===== src/rtl/run_supervisor.sv =====
// Run controller: holds the core in reset, waits for masked done flags, drains, and flags a timeout.
// Outputs are registered and track the state. Optional watch capture is built with RUN_SNAPSHOT_EN.
module run_supervisor #(
  parameter int NUM_DONE       = 1,
  parameter int RESET_CYCLES   = 1,
  parameter int DRAIN_CYCLES   = 10,
  parameter int TIMEOUT_CYCLES = 100,
  parameter int CNT_W          = 16,
  parameter int DATA_W         = 32
) (
  input  logic                clk,
  input  logic                reset,
  input  logic                start,
  input  logic                abort,
  input  logic [NUM_DONE-1:0] done_mask,
  input  logic [NUM_DONE-1:0] done_in,
`ifdef RUN_SNAPSHOT_EN
  input  logic [DATA_W-1:0]   watch,
  output logic [DATA_W-1:0]   snapshot,
`endif
  output logic                dut_reset,
  output logic                running,
  output logic                finished,
  output logic                timed_out,
  output logic [CNT_W-1:0]    cycle_count
);

  typedef enum logic [2:0] {
    S_IDLE, S_HOLD, S_RUN, S_DRAIN, S_DONE_OK, S_DONE_TO
  } state_t;

  localparam logic [CNT_W-1:0] HOLD_LAST    = CNT_W'(RESET_CYCLES - 1);
  localparam logic [CNT_W-1:0] DRAIN_LAST   = CNT_W'(DRAIN_CYCLES - 1);
  localparam logic [CNT_W-1:0] TIMEOUT_LAST = CNT_W'(TIMEOUT_CYCLES - 1);

  if (TIMEOUT_CYCLES < 1 || DATA_W < 1 || NUM_DONE < 1) begin : g_bad_cfg
    $error("run_supervisor: TIMEOUT_CYCLES, DATA_W and NUM_DONE must be >= 1");
  end

  state_t              state, next_state;
  logic [CNT_W-1:0]    cnt;
  logic [NUM_DONE-1:0] mask_q;
  logic [NUM_DONE-1:0] sticky;
  logic                accept;
  logic                complete;
  logic                in_phase;
  logic                dut_reset_d, running_d, finished_d, timed_out_d;

  // Current-cycle done_in counts too, so a single-cycle pulse completes immediately.
  assign complete = (mask_q != '0) && (((sticky | done_in) & mask_q) == mask_q);
  assign in_phase = (state == S_HOLD) || (state == S_RUN) || (state == S_DRAIN);

  always_ff @(posedge clk or negedge reset) begin
    if (!reset) state <= S_IDLE;
    else        state <= next_state;
  end

  always_comb begin
    next_state = state;
    accept     = 1'b0;
    case (state)
      S_IDLE, S_DONE_OK, S_DONE_TO: begin
        if (start) begin
          accept     = 1'b1;
          next_state = (RESET_CYCLES == 0) ? S_RUN : S_HOLD;
        end
      end
      S_HOLD: begin
        if (cnt == HOLD_LAST) next_state = S_RUN;
      end
      S_RUN: begin
        // Completion takes priority over a coincident timeout.
        if (complete)                 next_state = (DRAIN_CYCLES == 0) ? S_DONE_OK : S_DRAIN;
        else if (cnt == TIMEOUT_LAST) next_state = S_DONE_TO;
      end
      S_DRAIN: begin
        if (cnt == DRAIN_LAST) next_state = S_DONE_OK;
      end
      default: next_state = S_IDLE;
    endcase
    if (abort) begin
      next_state = S_IDLE;
      accept     = 1'b0;
    end
  end

  always_comb begin
    dut_reset_d = (next_state == S_IDLE) || (next_state == S_HOLD);
    running_d   = (next_state == S_HOLD) || (next_state == S_RUN) || (next_state == S_DRAIN);
    finished_d  = (next_state == S_DONE_OK) || (next_state == S_DONE_TO);
    timed_out_d = (next_state == S_DONE_TO);
  end

  always_ff @(posedge clk or negedge reset) begin
    if (!reset) begin
      dut_reset <= 1'b1;
      running   <= 1'b0;
      finished  <= 1'b0;
      timed_out <= 1'b0;
    end else begin
      dut_reset <= dut_reset_d;
      running   <= running_d;
      finished  <= finished_d;
      timed_out <= timed_out_d;
    end
  end

  // Phase counter restarts on every state change, so each phase counts from zero.
  always_ff @(posedge clk or negedge reset) begin
    if (!reset) begin
      cnt         <= '0;
      cycle_count <= '0;
      mask_q      <= '0;
      sticky      <= '0;
    end else begin
      if (next_state != state) cnt <= '0;
      else if (in_phase)       cnt <= cnt + CNT_W'(1);

      if (accept) begin
        cycle_count <= '0;
        mask_q      <= done_mask;
        sticky      <= '0;
      end else if (state == S_RUN) begin
        sticky <= sticky | done_in;
        if (cycle_count != '1) cycle_count <= cycle_count + CNT_W'(1);
      end
    end
  end

`ifdef RUN_SNAPSHOT_EN
  always_ff @(posedge clk or negedge reset) begin
    if (!reset)                                              snapshot <= '0;
    else if (accept)                                         snapshot <= '0;
    else if (state == S_RUN && next_state != S_RUN && !abort) snapshot <= watch;
  end
`endif

endmodule


===== config.mk =====
export PLATFORM = sky130hd
export DESIGN_NAME = run_supervisor
export DESIGN_NICKNAME = d
export VERILOG_FILES = /design/src/rtl/run_supervisor.sv
export SDC_FILE = /design/constraint.sdc
export NUM_CORES = 1
export LEC_CHECK = 0
export BUFFER_PORTS_ARGS = -buffer_cell sky130_fd_sc_hd__buf_2
export CAP_MARGIN = 5
export CORE_MARGIN = 10
export CORE_UTILIZATION = 26
export DETAILED_ROUTE_END_ITERATION = 6
export GPL_ROUTABILITY_DRIVEN = 0
export PLACE_DENSITY_LB_ADDON = 0.15
export SLEW_MARGIN = 20
export SYNTH_ARGS = -nofsm -noshare
export SYNTH_HDL_FRONTEND = slang
export SYNTH_SLANG_ARGS = --single-unit

===== constraint.sdc =====
create_clock -name clk -period 3.2 [get_ports clk]
set_input_delay 0.16 -clock clk [delete_from_list [all_inputs] [get_ports clk]]
set_output_delay 0.16 -clock clk [all_outputs]
set_load 0.05 [all_outputs]

==> impl_metrics.py <==
metrics = {
    "power": {
        "ir_drop_mv": 0.144,
        "p_per_area_nw_per_um2": 543,
        "p_leak_nw": 1.14,
    },
    "critical_path": {
        "arrival_ns": 2.87,
        "worstPathRequired_ns": 3.41,
        "worstReg2RegEnd": "cnt[9]$_DFFE_PN0P_",
        "setup.worst_path.class": "flip-flop to flip-flop",
        "critPathCaptureType": "flip-flop",
        "r2r_cells": 5,
        "crit_fanout": 16,
        "worst_setup_path_start_kind": "flip-flop",
        "rrSetupSlack_ns": 0.53,
        "rr_startpoint": "cnt[13]$_DFFE_PN0P_",
    },
    "routing": {
        "drt-wirelength-per-cell_um": 14.3,
        "firstDrtPassIters": 4,
        "drt_wl_total_um": 5360,
        "vias_per_cell": 4.79,
        "ant_nets": 0,
        "vias": 1796,
        "drt_iter0_drc": 83,
        "post-route-drc-count": 0,
    },
    "placed_design": {
        "port_buffers": 25,
        "dp.cells": 366,
        "place_ws_ns": 0.227,
        "dp.final_hpwl_um": 3690,
        "placed_area_um2": 2550,
    },
    "logic_synthesis": {
        "yosysMostFrequentCell": "dfrtp_1",
        "syn_inst": 239,
        "yosysWarnings": 0,
        "synth_common_cells": "dfrtp_1 (40), nand2_1 (17), nor2_1 (17), xnor2_1 (15), nand3_1 (13)",
        "synth.distinct_cells": 48,
        "synth-edff-count": 0,
        "async_flop_share": 1.00,
        "ys_ff_latch": 41,
        "yosys.area.top_type_share": 0.433,
        "avgSynthCellArea_um2": 9.67,
        "ys_seq_area_frac": 0.445,
        "synth_area_leaders": "dfrtp_1 (43%), xnor2_1 (5.7%), nor3_2 (3.9%), nand3_1 (2.8%), nand2_1 (2.8%)",
        "netlist_area_um2": 2310,
        "synth_top_cell_by_area": "dfrtp_1",
        "ys.flop_type": "dfrtp_1",
        "synth_nets": 249,
    },
    "clock_network": {
        "htreeDepth": 2,
        "cts_tree": "done",
        "cts.sinks": 41,
        "path_clk_slew_ns": 0.08,
        "root_buffer": "clkbuf_8",
        "post-cts-setup-buffer-count": 0,
        "cts_buffers": 5,
        "clock_path_buffers": 2,
        "clock_latency_ns": 0.29,
    },
    "floorplanning": {
        "core-area_um2": 8680,
        "io_pins": 26,
        "die_area_um2": 13100,
        "start_util": 0.266,
        "die_h_um": 114,
        "fp.dieW_um": 114,
        "rows": 34,
    },
    "cells_and_area": {
        "final_cell_count_no_fill": 375,
        "final_area_um2": 2660,
        "drive_above_1_share": 0.206,
        "areaGrowthSynthToFinish_pct": 14.9,
        "fin_nets": 276,
        "n_antenna_cell": 0,
    },
    "timing": {
        "worst_slack_ns": 0.534,
        "max_freq_ghz": 0.375,
        "skew_ns": 0.00484,
        "setup_viol_count_final": 0,
        "setup_tns_ns": 0,
        "final_hold_viol_count": 0,
        "rsz0062_at_grt": "false",
        "worst_pin_slew_ns": 0.701,
        "min_period_ns": 2.67,
        "slew_violations": 0,
        "fin_crit_sh": 0.833,
        "max-slew-margin-rel": 0.532,
    },
    "global_route": {
        "grt_pass1_wl_um": 9300,
        "grt_usage": 0.0868,
        "grt_max_degree": 42,
        "grt_busiest_layer": "met2",
        "use_met1": 0.115,
        "use_met3": 0.0231,
        "overflow": 0,
        "grt_pass1_vias": 1803,
        "antenna_found_initial": 0,
        "grtUsageMet2": 0.133,
    },
    "worst_hold_path": {
        "min_path_cells": 3,
        "worstHoldStart": "done_mask",
        "whs_endpoint": "mask_q$_DFFE_PN0P_",
        "worstHoldPathType": "input port to flip-flop",
    },
    "status": {
        "status": "complete, no violations",
    },
    "run": {
        "cap_violations": 0,
    },
}
## state kept, by name, summed over array words and instances (netlist names)
name	count
state	3
timed_out	1
sticky	1
dut_reset	1
running	1
mask_q	1
finished	1
cycle_count	16
cnt	16
## where the power goes
| part | internal (mW) | switching, mW |
|---|---|---|
| clock network | 0.155 | 0.183 |
| logic | 0.153 | 0.326 |
| registers | 0.570 | 0.0531 |
## final cells by class
| class | instances | area, um2 |
|---|---|---|
| Timing Repair Buffer | 29 | 160 |
| Clock buffer | 8 | 80.1 |
| Sequential cell | 41 | 1030 |
| Tap cell | 108 | 135 |
| Multi-Input combinational cell | 182 | 1230 |
| Inverter | 7 | 26.3 |
| Fill cell | 928 | 6020 |
## cell families (layout without fill, tap and decap cells)
| kind of cell | after synthesis | count (layout) | share of synthesized area |
|---|---|---|---|
| and+or+nand+nor | 115 | 115 | 0.297 |
| AOI/OAI and AO/OA | 41 | 41 | 0.123 |
| DFF | 41 | 41 | 0.445 |
| xor gates and xnor gates | 21 | 21 | 0.0796 |
| buffers and inverters | 16 | 44 | 0.0298 |
| adders and majority gates | 4 | 4 | 0.0217 |
| muxes | 1 | 1 | 0.00433 |
## worst max-delay path by stage
stage | startpoint | to | slack (ns)
final | cnt[13]$_DFFE_PN0P_ | cnt[9]$_DFFE_PN0P_ | 0.53
after global placement | cnt[13]$_DFFE_PN0P_ | cnt[10]$_DFFE_PN0P_ | 0.26
after global routing | cnt[13]$_DFFE_PN0P_ | cnt[9]$_DFFE_PN0P_ | 0.27
after CTS | cnt[13]$_DFFE_PN0P_ | cnt[9]$_DFFE_PN0P_ | 0.22
after floorplan | cnt[12]$_DFFE_PN0P_ | cnt[5]$_DFFE_PN0P_ | 0.78
after detailed placement | cnt[13]$_DFFE_PN0P_ | cnt[9]$_DFFE_PN0P_ | 0.23
## critical path, stage by stage (launching register included)
cell	delay [ns]
dfrtp_1	0.42
or4_4	0.55
or4_4	0.57
a221oi_2	0.40
o221ai_4	0.35
nor3_1	0.28
## timing repair
action,4_1_cts,5_1_grt
setup endpoints to repair,0,0
endpoints found under the hold margin,0,40
hold buffers,0,1
resized for setup,0,0
## cell usage in the layout (no fill, tap or decap), types with 3 or more instances in the layout
master / synthesis / routed
dfrtp_1: 40 / 40
xor2_1: 6 / 6
nor3_1: 12 / 12
nand4_1: 6 / 6
xnor2_1: 15 / 15
buf_4: 0 / 4
inv_1: 7 / 7
buf_2: 1 / 24
nor3_2: 9 / 9
nor4_1: 3 / 3
nand2_1: 17 / 17
clkbuf_8: 0 / 5
ha_1: 4 / 4
o211ai_1: 4 / 4
a21oi_1: 11 / 11
clkbuf_1: 7 / 3
nor2b_1: 3 / 3
or4_4: 3 / 3
and2_1: 5 / 5
or3_1: 6 / 6
nor2_1: 17 / 17
and3_1: 8 / 8
nand3_1: 13 / 13
and4_1: 4 / 4
o21ai_0: 8 / 8
## metal layers
metal  vias to the layer above  part of all wire
li1                        919                 -
met1                       849              0.52
met2                        20              0.43
met3                         8             0.035
met4                         0             0.011
met5                         -                 0
## stage by stage
stage / power, mW / hold slack, ns / utilization
5_1_grt: 1.55 / 0.106 / 0.306
4_1_cts: 1.46 / 0.0684 / 0.303
2_1_floorplan: 0.989 / -0.136 / -
3_3_place_gp: 1.12 / 0.387 / 0.294
6_report: 1.44 / 0.0830 / 0.306
3_5_place_dp: 1.11 / 0.379 / 0.294
(Power assumes the default switching activity.)
